===== src/rtl/pipe_pkg.sv =====
// pipe_pkg: shared coordinate width, scroller states, gap table and LFSR step for the pipe scroller.
package pipe_pkg;
  localparam int COORD_W = 11;
  localparam int SCREEN_W = 640;
  localparam int SCREEN_H = 480;
  typedef enum logic [2:0] {IDLE, ERASE, MOVE, DRAW, NEXT} scroll_state_t;
  localparam logic [3:0][6:0] GAP_TABLE = {7'd64, 7'd32, 7'd96, 7'd0};
  function automatic logic [7:0] lfsr_next(input logic [7:0] v);
    return (v >> 1) ^ (v[0] ? 8'hB8 : 8'h00);
  endfunction
endpackage


===== src/rtl/pipe_lfsr.sv =====
// pipe_lfsr: 8-bit Galois LFSR (mask B8, seed A5) that advances only when step is high.
module pipe_lfsr
  import pipe_pkg::*;
(
  input  logic       clk,
  input  logic       reset,
  input  logic       step,
  output logic [7:0] value
);
  always_ff @(posedge clk or negedge reset)
    if (!reset) value <= 8'hA5;
    else if (step) value <= lfsr_next(value);
endmodule


===== src/rtl/pipe_scroller.sv =====
// pipe_scroller: per-tick erase/move/redraw sequencer for all on-screen pipes.
// Define PIPE_RANDOM_EN for LFSR gap heights; otherwise gaps cycle through GAP_TABLE.
module pipe_scroller
  import pipe_pkg::*;
#(
  parameter int NUM_PIPES = 3,
  parameter int SPEED     = 4,
  parameter int SPAWN_X   = 700,
  parameter int SPACING   = 240,
  parameter int Y_MIN     = 240
) (
  input  logic                           clk,
  input  logic                           reset,
  input  logic                           tick,
  input  logic                           run,
  input  logic                           draw_done,
  output logic                           draw_en,
  output logic                           draw_erase,
  output logic [COORD_W-1:0]             pipe_x,
  output logic [COORD_W-1:0]             pipe_y,
  output logic [COORD_W*NUM_PIPES-1:0]   pipes_x,
  output logic [COORD_W*NUM_PIPES-1:0]   pipes_y,
  output logic                           busy,
  output logic                           tick_missed
);
  localparam logic [1:0] LAST = 2'(NUM_PIPES - 1);
  localparam logic [COORD_W-1:0] SPD = COORD_W'(SPEED);
  localparam logic [COORD_W-1:0] SPAWN = COORD_W'(SPAWN_X);
  scroll_state_t state, nxt;
  logic [1:0] idx;
  logic [COORD_W-1:0] xs [NUM_PIPES];
  logic [COORD_W-1:0] ys [NUM_PIPES];
  logic [6:0] gap;
  logic wrap;
  assign wrap = xs[idx] <= SPD;
`ifdef PIPE_RANDOM_EN
  logic [7:0] lfsr_val, lfsr_nx;
  pipe_lfsr u_lfsr (.clk(clk), .reset(reset), .step(state == MOVE && wrap), .value(lfsr_val));
  assign lfsr_nx = lfsr_next(lfsr_val);
  assign gap = lfsr_nx[6:0];
`else
  logic [1:0] k;
  always_ff @(posedge clk or negedge reset)
    if (!reset) k <= 2'd0;
    else if (state == MOVE && wrap) k <= k + 2'd1;
  assign gap = GAP_TABLE[k];
`endif
  always_ff @(posedge clk or negedge reset)
    if (!reset) state <= IDLE;
    else state <= nxt;
  always_comb begin
    nxt = state;
    case (state)
      IDLE:    nxt = (tick && run) ? ERASE : IDLE;
      ERASE:   nxt = draw_done ? MOVE : ERASE;
      MOVE:    nxt = DRAW;
      DRAW:    nxt = draw_done ? NEXT : DRAW;
      NEXT:    nxt = (idx == LAST) ? IDLE : ERASE;
      default: nxt = IDLE;
    endcase
  end
  assign draw_en = state == ERASE || state == DRAW;
  assign draw_erase = state == ERASE;
  assign busy = state != IDLE;
  assign pipe_x = xs[idx];
  assign pipe_y = ys[idx];
  always_ff @(posedge clk or negedge reset)
    if (!reset) begin
      idx <= 2'd0;
      tick_missed <= 1'b0;
      for (int i = 0; i < NUM_PIPES; i++) begin
        xs[i] <= COORD_W'(SPAWN_X + i * SPACING);
        ys[i] <= COORD_W'(Y_MIN + 64 * i);
      end
    end else begin
      if (tick && run && busy) tick_missed <= 1'b1;
      if (state == IDLE && tick && run) idx <= 2'd0;
      if (state == NEXT && idx != LAST) idx <= idx + 2'd1;
      if (state == MOVE) begin
        xs[idx] <= wrap ? SPAWN : xs[idx] - SPD;
        if (wrap) ys[idx] <= COORD_W'(Y_MIN) + {4'd0, gap};
      end
    end
  for (genvar g = 0; g < NUM_PIPES; g++) begin : g_pack
    assign pipes_x[COORD_W*g +: COORD_W] = xs[g];
    assign pipes_y[COORD_W*g +: COORD_W] = ys[g];
  end
endmodule

===== config.mk =====
export PLATFORM = sky130hd
export DESIGN_NAME = pipe_scroller
export DESIGN_NICKNAME = d
export VERILOG_FILES = /design/src/rtl/pipe_pkg.sv /design/src/rtl/pipe_lfsr.sv /design/src/rtl/pipe_scroller.sv
export SDC_FILE = /design/constraint.sdc
export NUM_CORES = 1
export LEC_CHECK = 0
export CORE_ASPECT_RATIO = 0.8
export CORE_MARGIN = 8
export CORE_UTILIZATION = 42
export CTS_BUF_LIST = sky130_fd_sc_hd__clkbuf_16
export DETAILED_ROUTE_END_ITERATION = 8
export GPL_ROUTABILITY_DRIVEN = 1
export PLACE_DENSITY = 0.75
export RECOVER_POWER = 25
export SLEW_MARGIN = 20
export SYNTH_ARGS = -nofsm -noshare
export SYNTH_HDL_FRONTEND = slang
export SYNTH_SLANG_ARGS = --single-unit

===== constraint.sdc =====
create_clock -name clk -period 2.8 [get_ports clk]
set_clock_uncertainty 0.05 [all_clocks]
set_input_delay 0.28 -clock clk [delete_from_list [all_inputs] [get_ports clk]]
set_output_delay 0.28 -clock clk [all_outputs]
set_load 0.005 [all_outputs]

==> results.yml, run 1 <==
finish:
  final_cells: 464
  antenna_cells: 0
  layout_commonest_cell: "clkdlybuf4s50_1"
  area_growth_pct: 31.73
  layout-drive-gt1-share: 0.1830
  layout_common_cells: "clkdlybuf4s50_1, nand2_1, o21ai_0"
  final_nets: 388
placement:
  pre_cts_ws_ns: 0.1994
  detailed_place_hpwl_um: 5998
  io_buffers: 69
  gp_congestion: 0.8822
  dp.cells: 455
status:
  status: "completed"
global_routing:
  grt_use_total: 0.1538
  grt.overflow.total: 0
  grt_pass1_vias: 2319
  grt_pass1_wl_um: 12300
  grt_max_degree: 47
  antenna_found_initial: 0
logic_synthesis:
  synth-seq-cells: 53
  async_flop_share: 1.000
  syn_area_per_cell_sq_um: 10.02
  synth_edf_count: 0
  yosysSeqAreaShare: 0.4609
  synth_warnings: 0
  syn_inst: 294
  synth.distinct_cells: 49
  synthTopCellsByArea: "dfrtp_1, dfstp_2, buf_4, o21ai_0, nand2_1"
  synth_top_area_frac: 0.2379
  synth.largest_area_cell: "dfrtp_1"
  mappedNetlistArea_sq_um: 2945
  ys.flop_type: "dfrtp_1"
timing:
  finalSetupViolations: 0
  fmax_mhz: 383.8
  hold_viol_final: 0
  max_slew.worst_pin.slew_ns: 1.125
  drv_slew: 0
  fin_setup_tns_ns: 0
  rsz0062_at_grt: "no"
  layout_setup_ws_ns: 0.1945
  min_period_ns: 2.606
  slew_headroom: 0.2501
  period_share: 0.9305
power:
  power_leakage_nw: 1.685
  vdd_drop_max_v: 0.0005157
  powerDensity_nw_per_um2: 1225
  power.total_mw: 4.752
die:
  die_x_um: 109.6
  ios: 97
  die_h_um: 90.90
  die_area_sq_um: 9965
  core_sq_um: 6824
  initial_core_util: 0.4316
  rows: 27
clock_tree:
  cts_tree: "built"
  clockBufferDepth: 2
  cts_hold_buf: 0
  cts_resized: 0
  post_cts_buffers: 0
  clkSinkCount: 53
  cts-buffers-inserted: 5
  cts_max_level: 2
  clk_pin_slew_ns: 0.07
  cts_root_buffer: "clkbuf_16"
  clk_latency_ns: 0.29
critical_path:
  end_kind: "register"
  startpoint_type: "register"
  critPathRequiredTime_ns: 2.97
  critPathArrivalTime_ns: 2.77
  path_max_fanout: 11
  worstSetupPathType: "reg -> reg"
flow_run:
  maxCapViolCount: 0
drt:
  wirelength_um: 7676
  wl_per_cell_um: 16.54
  met2_wirelength_um: 3583
  routed.top_layer: "met4"
  drcViolationCount: 0
  wl_met3_um: 527
  drtIter0Drc: 119
  vias: 2336
  routed_via_density: 5.034
  drt_pass1_iterations: 4
  wl_met1_um: 3501
  ant_nets: 0
hold_path:
  worstHoldPathType: "reg -> reg"
-- final cells by class --
class                      instances  area (sq um)
multi-input combinational        217          1375
sequential                        53          1358
clock inverter                     3         37.54
timing repair buffer              89         838.3
inverter                          10         37.54
tap                               87         108.9
fill                             611          2944
clock buffer                       5         125.1
-- synthesized netlist by cell type (3+ instances only) --
cell type   n
nand2_1    43
o21ai_0    35
buf_4      28
dfrtp_1    28
dfstp_2    25
mux2i_1    16
nor2_1     13
inv_1      10
a21o_1      8
o2bb2ai_1   8
ha_1        7
nor3_1      7
clkbuf_1    6
mux2_4      5
nand3_1     4
a21oi_1     3
and3_1      3
o31ai_1     3
xor2_1      3
-- flip-flops by register name, indices dropped and copies added (netlist names) --
register / flops
pipes_x: 33
pipes_y: 12
state: 3
idx: 2
k: 2
tick_missed: 1
-- final timing paths --
| check | start | to | slack, ns | depth (start not counted) |
|---|---|---|---|---|
| worst max-delay path | idx[1] | pipes_y[6] | 0.19 | 9 |
| worst min-delay path | tick_missed | tick_missed | 0.42 | 1 |
| worst max register to register | idx[1] | pipes_y[6] | 0.19 | 9 |
| worst min register to register | tick_missed | tick_missed | 0.42 | 1 |
| max in group asynchronous | reset | pipes_x[14] | 1.22 | 3 |
| min in group asynchronous | reset | pipes_x[12] | 0.70 | 2 |
-- cell families after synthesis --
| group | synth area share |
|---|---|
| buf+inv | 0.1041 |
| simple gates | 0.1495 |
| flops | 0.4609 |
| other cells | 0.002550 |
| compound gates | 0.1470 |
| mux | 0.09133 |
| xor+xnor | 0.01487 |
| fa+ha+maj | 0.02974 |
-- power breakdown --
group / switching [mW] / leakage, nW / internal [mW]
Clock: 0.265 / 0.0826 / 0.416
Sequential: 0.252 / 0.631 / 1.14
Combinational: 1.33 / 0.972 / 1.35
Total: 1.85 / 1.69 / 2.90
-- critical path, cell delays in order (launching register included) --
cell	delay (ns)
dfrtp_1	0.50
buf_4	0.28
mux2i_1	0.20
nor2_1	0.07
a21oi_2	0.15
inv_1	0.13
nor4_4	0.17
and3_1	0.40
nand3_1	0.23
mux2_1	0.36
-- per-stage QoR --
step	area, sq um	hold slack [ns]	utilization
after floorplan	3039	-0.06559	-
after global placement	3707	0.3968	0.5433
after detailed placement	3707	0.4106	0.5433
after CTS	3870	0.1606	0.5671
after global routing	3880	0.4504	0.5686
final	3880	0.4242	0.5686
-- per-layer routing --
| metal | track usage | vias up |
|---|---|---|
| li1 | - | 1124 |
| met1 | 0.2117 | 1131 |
| met2 | 0.2407 | 74 |
| met3 | 0.03138 | 7 |
| met4 | 0.03479 | 0 |
| met5 | 0 | - |
No activity file was read; power rests on OpenSTA's default activity.
==> run 2, diff against run 1 <==
==> constraint.sdc (replaced) <==
create_clock -name clk -period 2.1 [get_ports clk]
set_clock_uncertainty 0.05 [all_clocks]
set_input_delay 0.21 -clock clk [delete_from_list [all_inputs] [get_ports clk]]
set_output_delay 0.21 -clock clk [all_outputs]
set_load 0.005 [all_outputs]
==> results.yml, run 2 (synthesis results as in run 1) <==
timing:
  max_slew.worst_pin.slew_ns: 1.226
  fmax_mhz: 422.8
  drv_slew: 0
  slew_headroom: 0.1823
  hold_viol_final: 0
  period_share: 1.126
  finalSetupViolations: 53
  layout_setup_ws_ns: -0.2654
  fin_setup_tns_ns: -8.018
  min_period_ns: 2.365
  rsz0062_at_grt: "yes"
clock_tree:
  clk_latency_ns: 0.29
  cts-buffers-inserted: 5
  cts_max_level: 2
  clockBufferDepth: 2
  clk_pin_slew_ns: 0.07
  cts_tree: "built"
  clkSinkCount: 53
  cts_root_buffer: "clkbuf_16"
finish:
  final_nets: 424
  layout-drive-gt1-share: 0.3487
  largest_reg_flops: 33
  layout_common_cells: "clkdlybuf4s50_1, buf_4, nand2_1"
  layout_commonest_cell: "clkdlybuf4s50_1"
  antenna_cells: 0
  final_cells: 500
  area_growth_pct: 52.72
  stdcell_area_sq_um: 4498
global_routing:
  use_met3: 0.03566
  grt.overflow.total: 0
  antenna_found_initial: 0
  use_met1: 0.2195
  grt_use_total: 0.1724
  grt_busiest_layer: "met2"
  grt_pass1_wl_um: 13620
  met2_usage: 0.2823
  grt_pass1_vias: 2587
  grt_max_degree: 31
hold_path:
  worstHoldStart: "tick_missed"
  worstHoldPathType: "reg -> reg"
  worstHoldEndpoint: "tick_missed"
  holdPathStages: 1
critical_path:
  worst_r2r_endpoint: "pipes_y[29]"
  critPathSlowestCell: "dfrtp_1"
  cpMostUsedCell: "buf_6"
  critPathRequiredTime_ns: 2.23
  critPathArrivalTime_ns: 2.49
  startpoint: "idx[1]"
  reg2reg_depth: 11
  path_max_fanout: 5
  worstReg2RegStart: "idx[1]"
  cp_cell_sequence: "buf_6 -> nor2b_4 -> buf_6 -> o2bb2ai_4 -> inv_2 -> ha_4 -> o211ai_1 -> o22ai_2 -> and3_4 -> nand3_4 -> mux2_4"
  worstSetupPathType: "reg -> reg"
  startpoint_type: "register"
  end_kind: "register"
  rrSetupSlack_ns: -0.27
  slowest_delay_ns: 0.41
drt:
  drcViolationCount: 0
  wl_per_cell_um: 18.09
  drt_pass1_iterations: 4
  routed_via_density: 5.262
  ant_nets: 0
  vias: 2631
  wirelength_um: 9045
  drtIter0Drc: 83
placement:
  gp_congestion: 0.8579
  detailed_place_hpwl_um: 6246
  dp.cells: 473
  placedInstanceArea_sq_um: 3934
  io_buffers: 69
die:
  die_area_sq_um: 9965
  die_x_um: 109.6
  core_sq_um: 6824
  rows: 27
  ios: 97
  initial_core_util: 0.4316
  die_h_um: 90.90
power:
  vdd_drop_max_v: 0.0007261
  powerDensity_nw_per_um2: 1736
  power.total_mw: 7.810
  power_leakage_nw: 1.967
flow_run:
  maxCapViolCount: 0
status:
  status: "finished with violations"
  failed_checks: "negative setup slack"
==> run 2: changes by cell type in the layout (fill, tap and decap cells not counted), moves of 6 or more <==
cell / change
dlygate4sd2_1: +8
buf_6: +8
o2bb2ai_1: -7
clkdlybuf4s50_1: -12
mux2i_1: -6
o21ai_1: +11
o21ai_0: -16
buf_4: +24
==> run 2: critical path: cells and delay by family, from the launching register on <==
kind / cells / cell delay [ns]
compound gates: 3 / 0.40
fa+ha+maj: 1 / 0.16
buf+inv: 3 / 0.36
flops: 1 / 0.41
mux: 1 / 0.30
simple gates: 3 / 0.56
==> run 2: per-layer routing <==
metal  routed length (um)  up-vias
met4                  196        0
met5                    0        -
met1                 3905     1323
met2                 4394       92
li1                     -     1199
met3                  550       17
==> run 2: report_power, final <==
group / total, mW / internal, mW / switching [mW]
logic: 5.10 / 2.62 / 2.48
registers: 1.92 / 1.52 / 0.397
clock network: 0.794 / 0.430 / 0.363
==> run 2: what timing repair did <==
item,CTS,global route
pin swaps,2,11
endpoints found under the setup margin,62,57
setup buffers,8,9
hold endpoints to repair,12,0
hold buffers,1,0
cloned,0,1
resized for setup,47,44
==> run 2: worst max-delay path by stage <==
stage	end	slack [ns]	cells past startpoint
floorplan	pipes_y[17]	-0.25	11
global placement	pipes_y[6]	-0.09	10
detailed placement	pipes_y[7]	-0.20	10
CTS	pipe_x[0]	-0.18	6
global route	pipes_y[29]	-0.35	11
finish	pipes_y[29]	-0.27	11
==> run 2: through the flow <==
step | hold slack (ns) | worst slack, ns | util
5_1_grt | 0.4461 | -0.3469 | 0.6591
3_3_place_gp | 0.1736 | -0.08925 | 0.5765
4_1_cts | 0.4090 | -0.1812 | 0.6267
2_1_floorplan | -0.1356 | -0.2507 | -
3_5_place_dp | 0.1820 | -0.1963 | 0.5765
6_report | 0.4302 | -0.2654 | 0.6591
==> run 2: final cells by class <==
class | count | area [sq um]
inverters | 10 | 37.54
fillers | 524 | 2326
multi-input cells | 218 | 1715
clock buffers | 5 | 125.1
flip-flops and latches | 53 | 1358
well taps | 87 | 108.9
repair buffers | 124 | 1142
clock inverters | 3 | 11.26
==> run 3, diff against run 2 <==
--- a/config.mk
+++ b/config.mk
@@ -11,6 +11,7 @@
 export CTS_BUF_LIST = sky130_fd_sc_hd__clkbuf_16
 export DETAILED_ROUTE_END_ITERATION = 8
 export GPL_ROUTABILITY_DRIVEN = 1
+export MAX_ROUTING_LAYER = met4
 export PLACE_DENSITY = 0.75
 export RECOVER_POWER = 25
 export SLEW_MARGIN = 20
==> results.yml, run 3 (synthesis results as in run 1) <==
timing:
  holdWs_ns: 0.4300
  min_period_ns: 2.352
  max_slew.worst_pin.slew_ns: 1.247
  slew_headroom: 0.1688
  finalSetupViolations: 53
  layout_setup_ws_ns: -0.2524
  fmax_mhz: 425.1
  hold_viol_final: 0
  rsz0062_at_grt: "yes"
  period_share: 1.120
  drv_slew: 0
finish:
  final_nets: 424
  layout-drive-gt1-share: 0.3487
  antenna_cells: 0
  largest_reg_flops: 33
  layout_common_cells: "clkdlybuf4s50_1, nand2_1, buf_4"
  area_growth_pct: 52.12
  layout_commonest_cell: "clkdlybuf4s50_1"
die:
  die_area_sq_um: 9965
  initial_core_util: 0.4316
  core_sq_um: 6824
  die_h_um: 90.90
  die_x_um: 109.6
  rows: 27
  ios: 97
drt:
  wl_per_cell_um: 17.96
  drt_pass1_iterations: 4
  routed_via_density: 5.198
  wirelength_um: 8982
  vias: 2599
  drcViolationCount: 0
  drtIter0Drc: 81
  ant_nets: 0
placement:
  io_buffers: 69
  gp_congestion: 0.8716
  detailed_place_hpwl_um: 6246
hold_path:
  worstHoldPathType: "reg -> reg"
critical_path:
  worstSetupPathType: "reg -> reg"
  crit_end: "pipes_y[29]"
  worst_r2r_endpoint: "pipes_y[29]"
  path_max_fanout: 5
  reg2reg_depth: 11
  rrSetupSlack_ns: -0.25
  critPathArrivalTime_ns: 2.48
  startpoint_type: "register"
  critPathRequiredTime_ns: 2.23
  worstReg2RegStart: "idx[1]"
  startpoint: "idx[1]"
  end_kind: "register"
power:
  power_leakage_nw: 1.965
  power.total_mw: 7.727
  vdd_drop_max_v: 0.0007065
  powerDensity_nw_per_um2: 1725
clock_tree:
  clk_pin_slew_ns: 0.07
  clockBufferDepth: 2
  cts_tree: "built"
  cts_max_level: 2
  clkSinkCount: 53
  clk_latency_ns: 0.29
  cts-buffers-inserted: 5
  cts_root_buffer: "clkbuf_16"
global_routing:
  grt_max_degree: 31
  grt_pass1_vias: 2588
  grt_pass1_wl_um: 13660
  antenna_found_initial: 0
  grt_use_total: 0.1785
  grt.overflow.total: 0
status:
  status: "finished with violations"
  failed_checks: "negative setup slack"
flow_run:
  maxCapViolCount: 0
## run 3: cell count changes in the layout (fill, tap and decap cells not counted), sizes merged
cell | previous run | this run
clkdlybuf4s15 | 3 | 1
clkbuf | 7 | 9
## run 3: final cells by class
type                            count  area, sq um
Clock buffer                        5        125.1
Clock inverter                      3        11.26
Fill cell                         524         2344
Inverter                           10        37.54
Multi-Input combinational cell    218         1708
Sequential cell                    53         1358
Tap cell                           87        108.9
Timing Repair Buffer              124         1132
## run 3: worst min path at each step
| stage | end | cells after the start | startpoint | slack, ns |
|---|---|---|---|---|
| after global placement | pipes_x[31] | 1 | reset | 0.17 |
| after CTS | pipes_x[10] | 2 | reset | 0.41 |
| final | tick_missed | 1 | tick_missed | 0.43 |
| after global routing | pipes_x[9] | 2 | pipes_x[9] | 0.45 |
| after detailed placement | pipes_x[21] | 1 | reset | 0.18 |
| after floorplan | idx[0] | 0 | reset | -0.14 |
## run 3: critical path: stages (launching register included)
cell	delay, ns
dfrtp_1	0.41
buf_6	0.15
nor2b_4	0.19
buf_6	0.14
o2bb2ai_4	0.11
inv_2	0.06
ha_4	0.15
o211ai_1	0.15
o22ai_2	0.15
and3_4	0.24
nand3_4	0.12
mux2_4	0.30
## run 3: what timing repair did
action,4_1_cts,5_1_grt
buffers inserted,8,9
pin swaps,2,10
setup endpoints to repair,62,57
cloned,0,1
endpoints found under the hold margin,12,0
resized for setup,47,41
hold buffers,1,0
## run 3: stage by stage
step / setup TNS (ns) / setup WS, ns / cells / area (sq um) / utilization
finish: -7.631 / -0.2524 / 500 / 4481 / 0.6566
global route: -18.76 / -0.3613 / 500 / 4481 / 0.6566
CTS: -5.439 / -0.1812 / 490 / 4277 / 0.6267
detailed placement: -4.048 / -0.1963 / 473 / 3934 / 0.5765
global placement: -0.2949 / -0.08925 / 473 / 3934 / 0.5765
floorplan: -2.419 / -0.2507 / 319 / 3129 / -
## run 3: power by group
group          internal, mW  switching [mW]
sequential             1.52           0.399
clock                 0.430           0.363
combinational          2.58            2.43
## run 3: layer usage
metal | wire [um] | vias to the layer above | global-route usage
met1 | 3885 | 1284 | 0.2200
met3 | 562 | 19 | 0.04422
met5 | 0 | - | -
li1 | - | 1201 | -
met2 | 4320 | 95 | 0.2834
met4 | 212 | 0 | 0.04714
